$ cat config.mk
export PLATFORM = sky130hd
export DESIGN_NAME = cv32e40px_x_result_buf
export DESIGN_NICKNAME = d
export VERILOG_FILES = /design/src/rtl/cv32e40px_x_result_buf.sv
export SDC_FILE = /design/constraint.sdc
export NUM_CORES = 1
export LEC_CHECK = 0
export ABC_AREA = 0
export ABC_CLOCK_PERIOD_IN_PS = 2760
export CORE_ASPECT_RATIO = 1.2
export CORE_UTILIZATION = 42
export CTS_CLUSTER_DIAMETER = 200
export CTS_CLUSTER_SIZE = 28
export DETAILED_ROUTE_END_ITERATION = 8
export GPL_TIMING_DRIVEN = 0
export PLACE_DENSITY_LB_ADDON = 0.1
export SETUP_SLACK_MARGIN = 0.1
export SLEW_MARGIN = 10
export SYNTH_ARGS = -nofsm -noshare
export SYNTH_HDL_FRONTEND = slang
export SYNTH_SLANG_ARGS = --single-unit
$ cat constraint.sdc
create_clock -name clk_i -period 2.76 [get_ports clk_i]
set_clock_uncertainty 0.15 [all_clocks]
set_input_delay 0.552 -clock clk_i [delete_from_list [all_inputs] [get_ports clk_i]]
set_output_delay 0.552 -clock clk_i [all_outputs]
set_load 0.02 [all_outputs]
$ cat src/rtl/cv32e40px_x_result_buf.sv
// Result buffer between the coprocessor X result channel and the integer RF write port.
// Optional zero-latency bypass when empty: define CV32E40PX_XRES_BYPASS_EN.
module cv32e40px_x_result_buf #(
    parameter int unsigned DEPTH        = 2,
    parameter int unsigned STARVE_LIMIT = 4
) (
    input  logic                       clk_i,
    input  logic                       rst_ni,

    input  logic                       x_result_valid_i,
    output logic                       x_result_ready_o,
    input  logic [3:0]                 x_result_id_i,
    input  logic [31:0]                x_result_data_i,
    input  logic [4:0]                 x_result_rd_i,
    input  logic                       x_result_we_i,

    input  logic                       core_wb_we_i,
    output logic                       wb_stall_o,

    output logic                       rf_we_o,
    output logic [4:0]                 rf_waddr_o,
    output logic [31:0]                rf_wdata_o,

    output logic                       sb_clr_valid_o,
    output logic [4:0]                 sb_clr_rd_o,

    output logic [$clog2(DEPTH):0]     count_o
);

    localparam int unsigned PTR_W = $clog2(DEPTH);
    localparam int unsigned CNT_W = PTR_W + 1;
    localparam int unsigned STV_W = $clog2(STARVE_LIMIT + 1);

    localparam logic [CNT_W-1:0] DEPTH_C  = CNT_W'(DEPTH);
    localparam logic [STV_W-1:0] STARVE_C = STV_W'(STARVE_LIMIT);

    if ((DEPTH < 2) || ((DEPTH & (DEPTH - 1)) != 0)) begin : g_bad_depth
        $error("DEPTH must be a power of two and at least 2");
    end
    if (STARVE_LIMIT < 1) begin : g_bad_starve
        $error("STARVE_LIMIT must be at least 1");
    end

    function automatic logic [STV_W-1:0] sat_inc(input logic [STV_W-1:0] val);
        return (val == STARVE_C) ? val : val + STV_W'(1);
    endfunction

    logic [3:0]       mem_id   [DEPTH];
    logic [4:0]       mem_rd   [DEPTH];
    logic [31:0]      mem_data [DEPTH];

    logic [PTR_W-1:0] wr_ptr_q;
    logic [PTR_W-1:0] rd_ptr_q;
    logic [CNT_W-1:0] count_q;
    logic [STV_W-1:0] starve_cnt_q;

    logic             push;
    logic             pop;
    logic             store;
    logic             bypass;
    logic             empty;

    logic [3:0]       head_id;
    logic [4:0]       head_rd;
    logic [31:0]      head_data;

    assign empty            = (count_q == '0);
    assign x_result_ready_o = (count_q < DEPTH_C);
    assign push             = x_result_valid_i & x_result_ready_o;
    assign pop              = ~empty & ~core_wb_we_i;

`ifdef CV32E40PX_XRES_BYPASS_EN
    // An empty buffer with a free RF port lets the result go straight through.
    assign bypass = push & x_result_we_i & empty & ~core_wb_we_i;
`else
    assign bypass = 1'b0;
`endif

    // Results with we=0 are acknowledged but never occupy an entry.
    assign store = push & x_result_we_i & ~bypass;

    assign head_id   = mem_id[rd_ptr_q];
    assign head_rd   = mem_rd[rd_ptr_q];
    assign head_data = mem_data[rd_ptr_q];

    always_ff @(posedge clk_i) begin
        if (store) begin
            mem_id[wr_ptr_q]   <= x_result_id_i;
            mem_rd[wr_ptr_q]   <= x_result_rd_i;
            mem_data[wr_ptr_q] <= x_result_data_i;
        end
    end

    always_ff @(posedge clk_i or negedge rst_ni) begin
        if (!rst_ni) begin
            wr_ptr_q <= '0;
            rd_ptr_q <= '0;
            count_q  <= '0;
        end else begin
            if (store) begin
                wr_ptr_q <= wr_ptr_q + PTR_W'(1);
            end
            if (pop) begin
                rd_ptr_q <= rd_ptr_q + PTR_W'(1);
            end
            unique case ({store, pop})
                2'b10:   count_q <= count_q + CNT_W'(1);
                2'b01:   count_q <= count_q - CNT_W'(1);
                default: count_q <= count_q;
            endcase
        end
    end

    // Counts consecutive cycles the head is held off the RF by core writeback.
    always_ff @(posedge clk_i or negedge rst_ni) begin
        if (!rst_ni) begin
            starve_cnt_q <= '0;
        end else if (pop || empty) begin
            starve_cnt_q <= '0;
        end else if (core_wb_we_i) begin
            starve_cnt_q <= sat_inc(starve_cnt_q);
        end
    end

    assign wb_stall_o = (starve_cnt_q == STARVE_C);
    assign count_o    = count_q;

    // RF write and scoreboard clear are driven together so they can never drift apart.
    always_comb begin
        rf_we_o        = 1'b0;
        rf_waddr_o     = '0;
        rf_wdata_o     = '0;
        sb_clr_valid_o = 1'b0;
        sb_clr_rd_o    = '0;
        if (pop) begin
            rf_we_o        = (head_rd != '0);
            rf_waddr_o     = head_rd;
            rf_wdata_o     = head_data;
            sb_clr_valid_o = 1'b1;
            sb_clr_rd_o    = head_rd;
        end else if (bypass) begin
            rf_we_o        = (x_result_rd_i != '0);
            rf_waddr_o     = x_result_rd_i;
            rf_wdata_o     = x_result_data_i;
            sb_clr_valid_o = 1'b1;
            sb_clr_rd_o    = x_result_rd_i;
        end
    end

`ifndef SYNTHESIS
    a_no_push_full : assert property (@(posedge clk_i) disable iff (!rst_ni)
        !(push && (count_q == DEPTH_C)));
    a_no_pop_empty : assert property (@(posedge clk_i) disable iff (!rst_ni)
        !(pop && empty));
    a_rf_port_excl : assert property (@(posedge clk_i) disable iff (!rst_ni)
        !(rf_we_o && core_wb_we_i));
    a_head_id_known : assert property (@(posedge clk_i) disable iff (!rst_ni)
        pop |-> !$isunknown(head_id));
`endif

endmodule
==> impl_metrics.ini <==
[cells_and_area]
finalNonFillerCells = 402
layout-drive-gt1-share_pct = 12.5
multi_input_area_um2 = 724
final_nets = 356
n_antenna_cell = 0
synthToLayoutAreaGrowth_pct = 38.2
fill_cells = 606
regArea_um2 = 2400

[worst_setup_path]
cp.required_ns = 2.06
path_class = in2out
cp-end-kind = output pin
cp.arrival_ns = 1.88
crit_path_start_kind = primary input
crit_fanout = 9

[synth]
synth_cells = 204
yosysWarnings = 0
synth.most_common_cell = edfxtp_1
synth_top_area_cell = edfxtp_1
yosys_register_bits = 81
synth.top_cell.area_share_pct = 69.3
synth_nets = 253
yosysSeqAreaShare_pct = 74.8
ys.flop_type = edfxtp_1
avgSynthCellArea_um2 = 15.7
yosys.cell_types.count = 19
synth-edff-count = 74
synth_area_leaders = edfxtp_1, mux2i_1, dfrtp_1, nor2_1, xnor2_1
synthesis.area_um2 = 3210
synth_common_cells = edfxtp_1, nor2_1, mux2i_1, dfrtp_1
async_reset_ff_share_pct = 8.64

[die]
dieArea_um2 = 7990
start_util_pct = 43.8
fp.dieW_um = 81.8
ios = 94
fp.coreArea_um2 = 7320
rows = 34
die_h_um = 97.7

[cts]
cts_buffer_depth = 2
cts.sinks = 81
clk_pin_slew_ns = 0.07
root_buffer = clkbuf_8
cts_buffers = 9
h-tree-depth = 3
holdBufCountCts = 0
insertion_delay_ns = 0.33
cts_tree = built

[grt]
grt_util_all_layers_pct = 15.4
grt_pass1_wl_um = 8870
antenna_found_initial = 0
grt_pass1_vias = 1952
grt_max_degree = 25
gr-total-overflow = 0

[placed_design]
gp_congestion = 0.682
post-dp-hpwl_um = 3890
numPortBuffers = 89
dp_cells = 385

[drt]
dr.pass1.iters = 4
wl_per_cell_um = 14.1
vias = 1911
via_per_inst = 4.75
ant_nets = 0
drc_errors = 0
first_iter_violations = 55
finalWirelength_um = 5670

[sta]
post-route-min-period_ns = 2.59
rsz0062_at_grt = no
timing.final.crit_share_pct = 93.7
setup_viol = 0
hold_ws_ns = 0.321
hold_viol = 0
slew_violations = 0
fmax_mhz = 387
setup_tns_ns = 0
slew_headroom_pct = 64.6
worst_pin_slew_ns = 0.530

[status]
status = completed

[min_path]
hold_path_class = in2async

[pwr]
vdd_drop_max_v = 0.000394
power_frac_clock_pct = 21.6
power.switching_mw = 1.27
p_int_mw = 2.55
leakage_nw = 1.80
finalPower_mw = 3.81
p_seq_share_pct = 41.3
power_frac_comb_pct = 37.2
power_density_nw_per_um2 = 861
p_sw_share_pct = 33.2

[job]
cap_violations = 0
[through the flow]
stage                     instance area, µm²  util (%)  worst slack (ns)
final                                   4430      60.6             0.175
after global routing                    4430      60.6             0.100
after CTS                               4440      60.7             0.106
after detailed placement                4270      58.4            -0.427
after global placement                  4210      57.5             -1.47
after floorplan                         3210         -            -0.289
[state kept, by name, summed over array words and instances (netlist names)]
register      cells
rd_ptr_q          1
starve_cnt_q      3
mem_data         64
wr_ptr_q          1
mem_rd           10
count_o           2
[placed cells by master (no fill, tap or decap), types with 2 or more instances in the layout]
master,synthesis,routed
buf_2,5,6
clkdlybuf4s15_1,0,2
nor2_4,0,2
clkdlybuf4s50_1,0,45
dfrtp_1,7,7
inv_1,6,6
dlygate4sd2_1,0,36
nand2_1,3,3
mux2i_1,37,37
nor2_1,43,41
clkbuf_8,0,10
clkinvlp_4,0,2
clkbuf_2,0,3
nand3_1,2,2
buf_4,6,8
xnor2_1,6,6
nor3_1,4,4
ha_1,3,3
edfxtp_1,74,74
[final timing paths]
path	startpoint	to	slack [ns]	cells past startpoint
worst min-delay path	rst_ni	starve_cnt_q[2]	0.32	1
worst min register to register	wr_ptr_q	wr_ptr_q	0.42	1
min in group clk_i	wr_ptr_q	wr_ptr_q	0.42	1
worst max-delay path	core_wb_we_i	sb_clr_rd_o[1]	0.17	6
worst max register to register	count_o[1]	mem_data[0][27]	0.76	4
max in group asynchronous	rst_ni	rd_ptr_q	1.90	1
[final cells by class]
type                            count  area share, %
Clock buffer                       10           2.88
Sequential cell                    81           54.1
Buffer                             14           2.37
Multi-Input combinational cell    103           16.4
Inverter                            6          0.508
Clock inverter                      6           1.50
Tap cell                           90           2.54
Timing Repair Buffer               92           19.7
[cells by family (layout without fill, tap and decap cells)]
| group | count (synthesis) | after routing | synth area share (%) |
|---|---|---|---|
| buffers and inverters | 20 | 128 | 3.47 |
| AO/OA/AOI/OAI | 3 | 3 | 0.546 |
| multiplexers | 37 | 37 | 11.5 |
| flip-flops | 81 | 81 | 74.8 |
| adder cells (fa/ha/maj) | 3 | 3 | 1.17 |
| XOR/XNOR | 6 | 6 | 1.64 |
| AND/OR/NAND/NOR | 54 | 54 | 6.87 |
[repair_timing]
item,in CTS,in global routing
endpoints found under the hold margin,0,0
buffers inserted,1,0
endpoints found under the setup margin,44,5
gates resized for setup,61,7
[power groups by stage]
stage / Combinational, mW / Clock [mW] / Sequential (mW)
after CTS: 1.45 / 0.848 / 1.57
after global routing: 1.53 / 0.889 / 1.59
after detailed placement: 1.55 / 0 / 1.59
final: 1.42 / 0.822 / 1.57
after global placement: 1.51 / 0 / 1.59
after floorplan: 0.903 / 0 / 1.60
[per-layer routing]
metal	GRT usage (%)	wire length (µm)	vias up
li1	-	-	933
met1	16.6	2190	915
met2	27.3	3080	57
met3	5.16	339	6
met4	5.26	55	0
met5	0	0	-
[critical path, cell delays in order]
cell,delay (ns)
clkdlybuf4s50_1,0.42
o21bai_4,0.21
clkbuf_8,0.17
nor2_1,0.13
buf_4,0.12
clkdlybuf4s15_1,0.29
Power figures use the tool's default switching activity.
